File: src/rtl/mem_arb_pkg.sv
// Shared types and constants for the two-requester memory port arbiter.
package mem_arb_pkg;

  localparam int unsigned DEF_ADDR_W = 15;
  localparam int unsigned DEF_DATA_W = 16;

  // Cycles between a read grant and its rvalid pulse, counted as tag stages.
  localparam int unsigned RD_LAT = 2;

  // Requester identity; also serves as the round-robin "last winner" pointer.
  typedef enum logic {
    REQ0 = 1'b0,
    REQ1 = 1'b1
  } req_id_t;

endpackage

File: src/rtl/rr_pick.sv
// Combinational two-way pick: round-robin on last winner, or fixed priority
// to requester 0 when MEM_ARB_FIXED_PRIO_EN is defined.
module rr_pick
  import mem_arb_pkg::*;
(
  input  logic [1:0] elig,
  input  req_id_t    last,
  output logic [1:0] gnt,
  output req_id_t    winner
);

`ifdef MEM_ARB_FIXED_PRIO_EN
  logic unused_last;
  assign unused_last = last;

  always_comb begin
    gnt    = '0;
    winner = REQ0;
    if (elig[0]) begin
      gnt    = 2'b01;
      winner = REQ0;
    end else if (elig[1]) begin
      gnt    = 2'b10;
      winner = REQ1;
    end
  end
`else
  always_comb begin
    gnt    = '0;
    winner = REQ0;
    unique case (elig)
      2'b01: begin
        gnt    = 2'b01;
        winner = REQ0;
      end
      2'b10: begin
        gnt    = 2'b10;
        winner = REQ1;
      end
      2'b11: begin
        if (last == REQ0) begin
          gnt    = 2'b10;
          winner = REQ1;
        end else begin
          gnt    = 2'b01;
          winner = REQ0;
        end
      end
      default: ;
    endcase
  end
`endif

endmodule

File: src/rtl/mem_port_arbiter.sv
// Shares one registered memory2 port between two requesters; read data is
// routed back by a tag pipeline. MEM_ARB_FIXED_PRIO_EN selects fixed priority.
module mem_port_arbiter
  import mem_arb_pkg::*;
#(
  parameter int unsigned ADDR_W = DEF_ADDR_W,
  parameter int unsigned DATA_W = DEF_DATA_W
) (
  input  logic              clk,
  input  logic              clr,
  input  logic              req0,
  input  logic              req1,
  input  logic              we0,
  input  logic              we1,
  input  logic [ADDR_W-1:0] addr0_in,
  input  logic [ADDR_W-1:0] addr1_in,
  input  logic [DATA_W-1:0] wdata0,
  input  logic [DATA_W-1:0] wdata1,
  output logic              gnt0,
  output logic              gnt1,
  output logic              rvalid0,
  output logic              rvalid1,
  output logic [DATA_W-1:0] rdata0,
  output logic [DATA_W-1:0] rdata1,
  output logic              mem_en,
  output logic              mem_we,
  output logic [ADDR_W-1:0] mem_addr,
  output logic [DATA_W-1:0] mem_wdata,
  input  logic [DATA_W-1:0] mem_rdata
);

  logic [1:0]        elig;
  logic [1:0]        pick;
  req_id_t           winner;
  req_id_t           last;
  logic              any_gnt;
  logic              sel_we;
  logic [ADDR_W-1:0] sel_addr;
  logic [DATA_W-1:0] sel_wdata;
  logic [RD_LAT-1:0] pipe_v;
  req_id_t           pipe_tag [RD_LAT];
  logic              ret0;
  logic              ret1;

  // A request seen during the requester's own grant cycle is the command
  // just accepted, so it must not be granted twice.
  assign elig    = {req1 & ~gnt1, req0 & ~gnt0};
  assign any_gnt = |pick;

  rr_pick u_pick (
    .elig   (elig),
    .last   (last),
    .gnt    (pick),
    .winner (winner)
  );

`ifdef MEM_ARB_FIXED_PRIO_EN
  assign last = REQ1;
`else
  always_ff @(posedge clk) begin
    if (!clr) begin
      last <= REQ1;
    end else if (any_gnt) begin
      last <= winner;
    end
  end
`endif

  always_comb begin
    sel_we    = we0;
    sel_addr  = addr0_in;
    sel_wdata = wdata0;
    if (winner == REQ1) begin
      sel_we    = we1;
      sel_addr  = addr1_in;
      sel_wdata = wdata1;
    end
  end

  assign ret0 = pipe_v[RD_LAT-1] && (pipe_tag[RD_LAT-1] == REQ0);
  assign ret1 = pipe_v[RD_LAT-1] && (pipe_tag[RD_LAT-1] == REQ1);

  always_ff @(posedge clk) begin
    if (!clr) begin
      gnt0      <= 1'b0;
      gnt1      <= 1'b0;
      mem_en    <= 1'b0;
      mem_we    <= 1'b0;
      mem_addr  <= '0;
      mem_wdata <= '0;
      pipe_v    <= '0;
      for (int unsigned i = 0; i < RD_LAT; i++) begin
        pipe_tag[i] <= REQ0;
      end
    end else begin
      gnt0   <= pick[0];
      gnt1   <= pick[1];
      mem_en <= any_gnt;
      if (any_gnt) begin
        mem_we    <= sel_we;
        mem_addr  <= sel_addr;
        mem_wdata <= sel_wdata;
      end else begin
        mem_we <= 1'b0;
      end
      pipe_v[0]   <= any_gnt & ~sel_we;
      pipe_tag[0] <= winner;
      for (int unsigned i = 1; i < RD_LAT; i++) begin
        pipe_v[i]   <= pipe_v[i-1];
        pipe_tag[i] <= pipe_tag[i-1];
      end
    end
  end

  always_ff @(posedge clk) begin
    if (!clr) begin
      rvalid0 <= 1'b0;
      rvalid1 <= 1'b0;
      rdata0  <= '0;
      rdata1  <= '0;
    end else begin
      rvalid0 <= ret0;
      rvalid1 <= ret1;
      if (ret0) begin
        rdata0 <= mem_rdata;
      end
      if (ret1) begin
        rdata1 <= mem_rdata;
      end
    end
  end

  a_gnt_onehot : assert property (@(posedge clk) !(gnt0 && gnt1));
  a_rvalid_onehot : assert property (@(posedge clk) !(rvalid0 && rvalid1));

endmodule
File: config.mk
export PLATFORM = sky130hd
export DESIGN_NAME = mem_port_arbiter
export DESIGN_NICKNAME = d
export VERILOG_FILES = /design/src/rtl/mem_arb_pkg.sv /design/src/rtl/rr_pick.sv /design/src/rtl/mem_port_arbiter.sv
export SDC_FILE = /design/constraint.sdc
export NUM_CORES = 1
export LEC_CHECK = 0
export ABC_AREA = 0
export ABC_CLOCK_PERIOD_IN_PS = 3330
export CAP_MARGIN = 20
export CORE_MARGIN = 2
export CORE_UTILIZATION = 42
export CTS_CLUSTER_DIAMETER = 150
export CTS_CLUSTER_SIZE = 28
export DETAILED_ROUTE_END_ITERATION = 12
export PLACE_DENSITY = 0.85
export SLEW_MARGIN = 5
export SYNTH_ARGS = -nofsm -noshare
export SYNTH_HDL_FRONTEND = slang
export SYNTH_HIERARCHICAL = 1
export SYNTH_SLANG_ARGS = --single-unit
File: constraint.sdc
create_clock -name clk -period 3.33 [get_ports clk]
set_input_delay 0.4995 -clock clk [delete_from_list [all_inputs] [get_ports clk]]
set_output_delay 0.4995 -clock clk [all_outputs]
set_load 0.01 [all_outputs]
==> results.md <==
* Fin. Hold Viols at 0
* Synth-to-layout area growth at 58.2%
* Post-DP HPWL at 5.29 mm
* CP arrival at 2340 ps
* Largest family of logic cells by synthesized area: compound AO/OA/AOI/OAI gates
* Final period util at 0.638
* Final worst setup slack at 1210 ps
* Post-Synth XOR/XNOR Area at 0
* Count of cell types in the netlist at 20
* Worst-Margin Slew at 650 ps
* Setup Viol. Count Final at 0
* CP top delay family: simple AND/OR/NAND/NOR gates
* Reg clk slew, reported paths at 70 ps
* Path type of the worst min-delay path: flip-flop to flip-flop
* Commonest non-fill, non-tap cell in the layout: clkdlybuf4s50_1
* I/O Buffers at 152
* Layout cells sized above 1 at 0.0545
* Util after Layout at 0.684
* Layout Skew at 9.07 ps
* CP most frequent cell: nor2b_1
* Vias in the first global route at 2567
* Congestion Overflow GR at 0
* Wire per inst at 13.4 um
* Chip Height at 87.7 um
* Critical path depth at 7
* Clk root buf: clkbuf_8
* First-pass GRT wire length at 11.4 mm
* Commonest non-fill, non-tap cells in the layout: clkdlybuf4s50_1 (151), dfxtp_1 (74), nand2_1 (66), mux2i_1 (33), a21oi_1 (31)
* GP Congestion at 0.776
* Max Freq at 471 MHz
* Syn Inst Count at 313
* Largest net degree at the start of global routing at 74
* Via/cell ratio at 4.86
* RSZ-0062 raised after global routing: false
* Syn_area_per_cell at 9.39 um2
* Netlist Area Pre-Place at 2940 um2
* GRT Util Overall at 0.190
* Outcome: finished clean
* Cell Chain, Critical Path: clkdlybuf4s50_1 > nor2b_1 > a21boi_0 > or2_2 > buf_12 > and2_4 > nor2b_1
* Finished Layout Cells at 555
* Post-route DRC at 0
* CTS max path bufs at 2
* Crit path largest cell delay at 450 ps
* Fin nets at 538
* Worst IR Drop VDD at 0.000216 V
* Final min period at 2120 ps
* Fillcell total at 549
* Pre-CTS setup slack at 469 ps
* Post-synthesis register bit count at 74
* Hold path depth at 1
* Seq/Total Area, Yosys at 0.504
* TritonCTS sink count at 74
* Max-slew violations at 0
* Critical path type: primary input to flip-flop
* Top-area cell type share of the netlist area at 0.504
* H-tree level count at 3
* Reg2Reg Depth at 6
* Clk_lat worst skew at 330 ps
* Worst-path fanout max at 55
* Wirelength, routed at 7.46 mm
* Antenna violation net count after detailed routing at 0
* Die area at 7680 um2
* Synth Area in Simple Gates at 0.119
* TritonCTS clock tree: done
* Adder-Cell Fraction of Synth Area at 0
* Crit path max-delay cell type: clkdlybuf4s50_1
* Vias at 2695
* Setup Buffers After CTS at 0
* Initial DRC Count at 87
* Site row count at 30
* Power Density at 445 nW/um2
* CP required at 3550 ps
* Die X at 87.7 um
* PostCTS Resize Cnt at 0
* Setup TNS at 0 ps
* Slew margin rel. at 0.567
* Leakage at 1.71 nW
* WP buf/inv at 2
* Initial Util at 0.433
* Initial antenna violation count at 0
* Syn Nets at 397
* Cell total after placement at 537
* Crit end category: flip-flop
* Ports at 153
* Synthesis warning total at 6
* TritonRoute pass-1 iters at 4
* Hold buffer count at cts at 0
* Synth Area in Compound Gates at 0.196
* CTS buffer count at 9
* Startpoint types: primary input
* Diodes inserted at 0
* Largest area contributor in the synthesized netlist: dfxtp_1
* Core Region at 6790 um2
* Largest cells by area after synthesis: dfxtp_1 (50%), mux2i_1 (11%), nand2_1 (8.4%)
* PnR Total Power at 2.07 mW
* Max-Cap Viols at 0
* Mux contribution to synthesized area at 0.112
## cell type report
| type | count | area, um2 | share of cell area |
|---|---|---|---|
| clock buffer | 13 | 179 | 0.0385 |
| clock inverter | 3 | 21.3 | 0.00457 |
| tap | 96 | 120 | 0.0258 |
| inverter | 1 | 3.75 | 0.000807 |
| sequential | 74 | 1480 | 0.319 |
| multi-input combinational | 212 | 1270 | 0.273 |
| timing repair buffer | 156 | 1580 | 0.339 |
## flip-flops by register name, indices dropped and copies added (netlist names)
name and count:
mem_wdata 16, rdata0 16, rdata1 16, mem_addr 15
pipe_tag 2, pipe_v 2, gnt0 1, gnt1 1
last 1, mem_en 1, mem_we 1, rvalid0 1
rvalid1 1
## synth_stat cells (all sizes together)
cell type and instances:
nand2b 1, nor2b 4, mux2i 33, nand2 66, inv 1, and2 8
o21ai 31, clkbuf 8, buf 18, and3 2, a21boi 35, a21oi 31
or2 1, dfxtp 74
## final timing paths
kind | startpoint | endpoint | slack, ps
hold reg to reg | pipe_tag[0][0] | pipe_tag[0][1] | 430
setup reg to reg | gnt0 | mem_we | 1520
setup / recovery | req0 | mem_we | 1210
hold / removal | pipe_tag[0][0] | pipe_tag[0][1] | 430
## report_power, final
part / internal, mW / switching, mW
Clock: 0.352 / 0.311
Sequential: 0.945 / 0.0322
Combinational: 0.252 / 0.175
## stage by stage
step                hold WS [ps]  cell area (um2)
finish                       434             4650
CTS                          439             4610
global placement             414             4400
global route                 458             4650
detailed placement           426             4410
floorplan                    412             2940
## kinds of logic (layout without fill, tap and decap cells)
group / Yosys count / after routing
AND/OR/NAND/NOR: 82 / 82
flip-flops: 74 / 74
multiplexers: 33 / 33
AO/OA/AOI/OAI: 97 / 97
buffers and inverters: 27 / 173
## routing by layer
metal	up-vias	global-route usage	wire length, um
met5	-	0	0
met4	0	0.0587	95
met3	11	0.0763	753
met2	131	0.329	3440
met1	1210	0.215	3170
li1	1343	-	-
(Power assumes the default switching activity.)
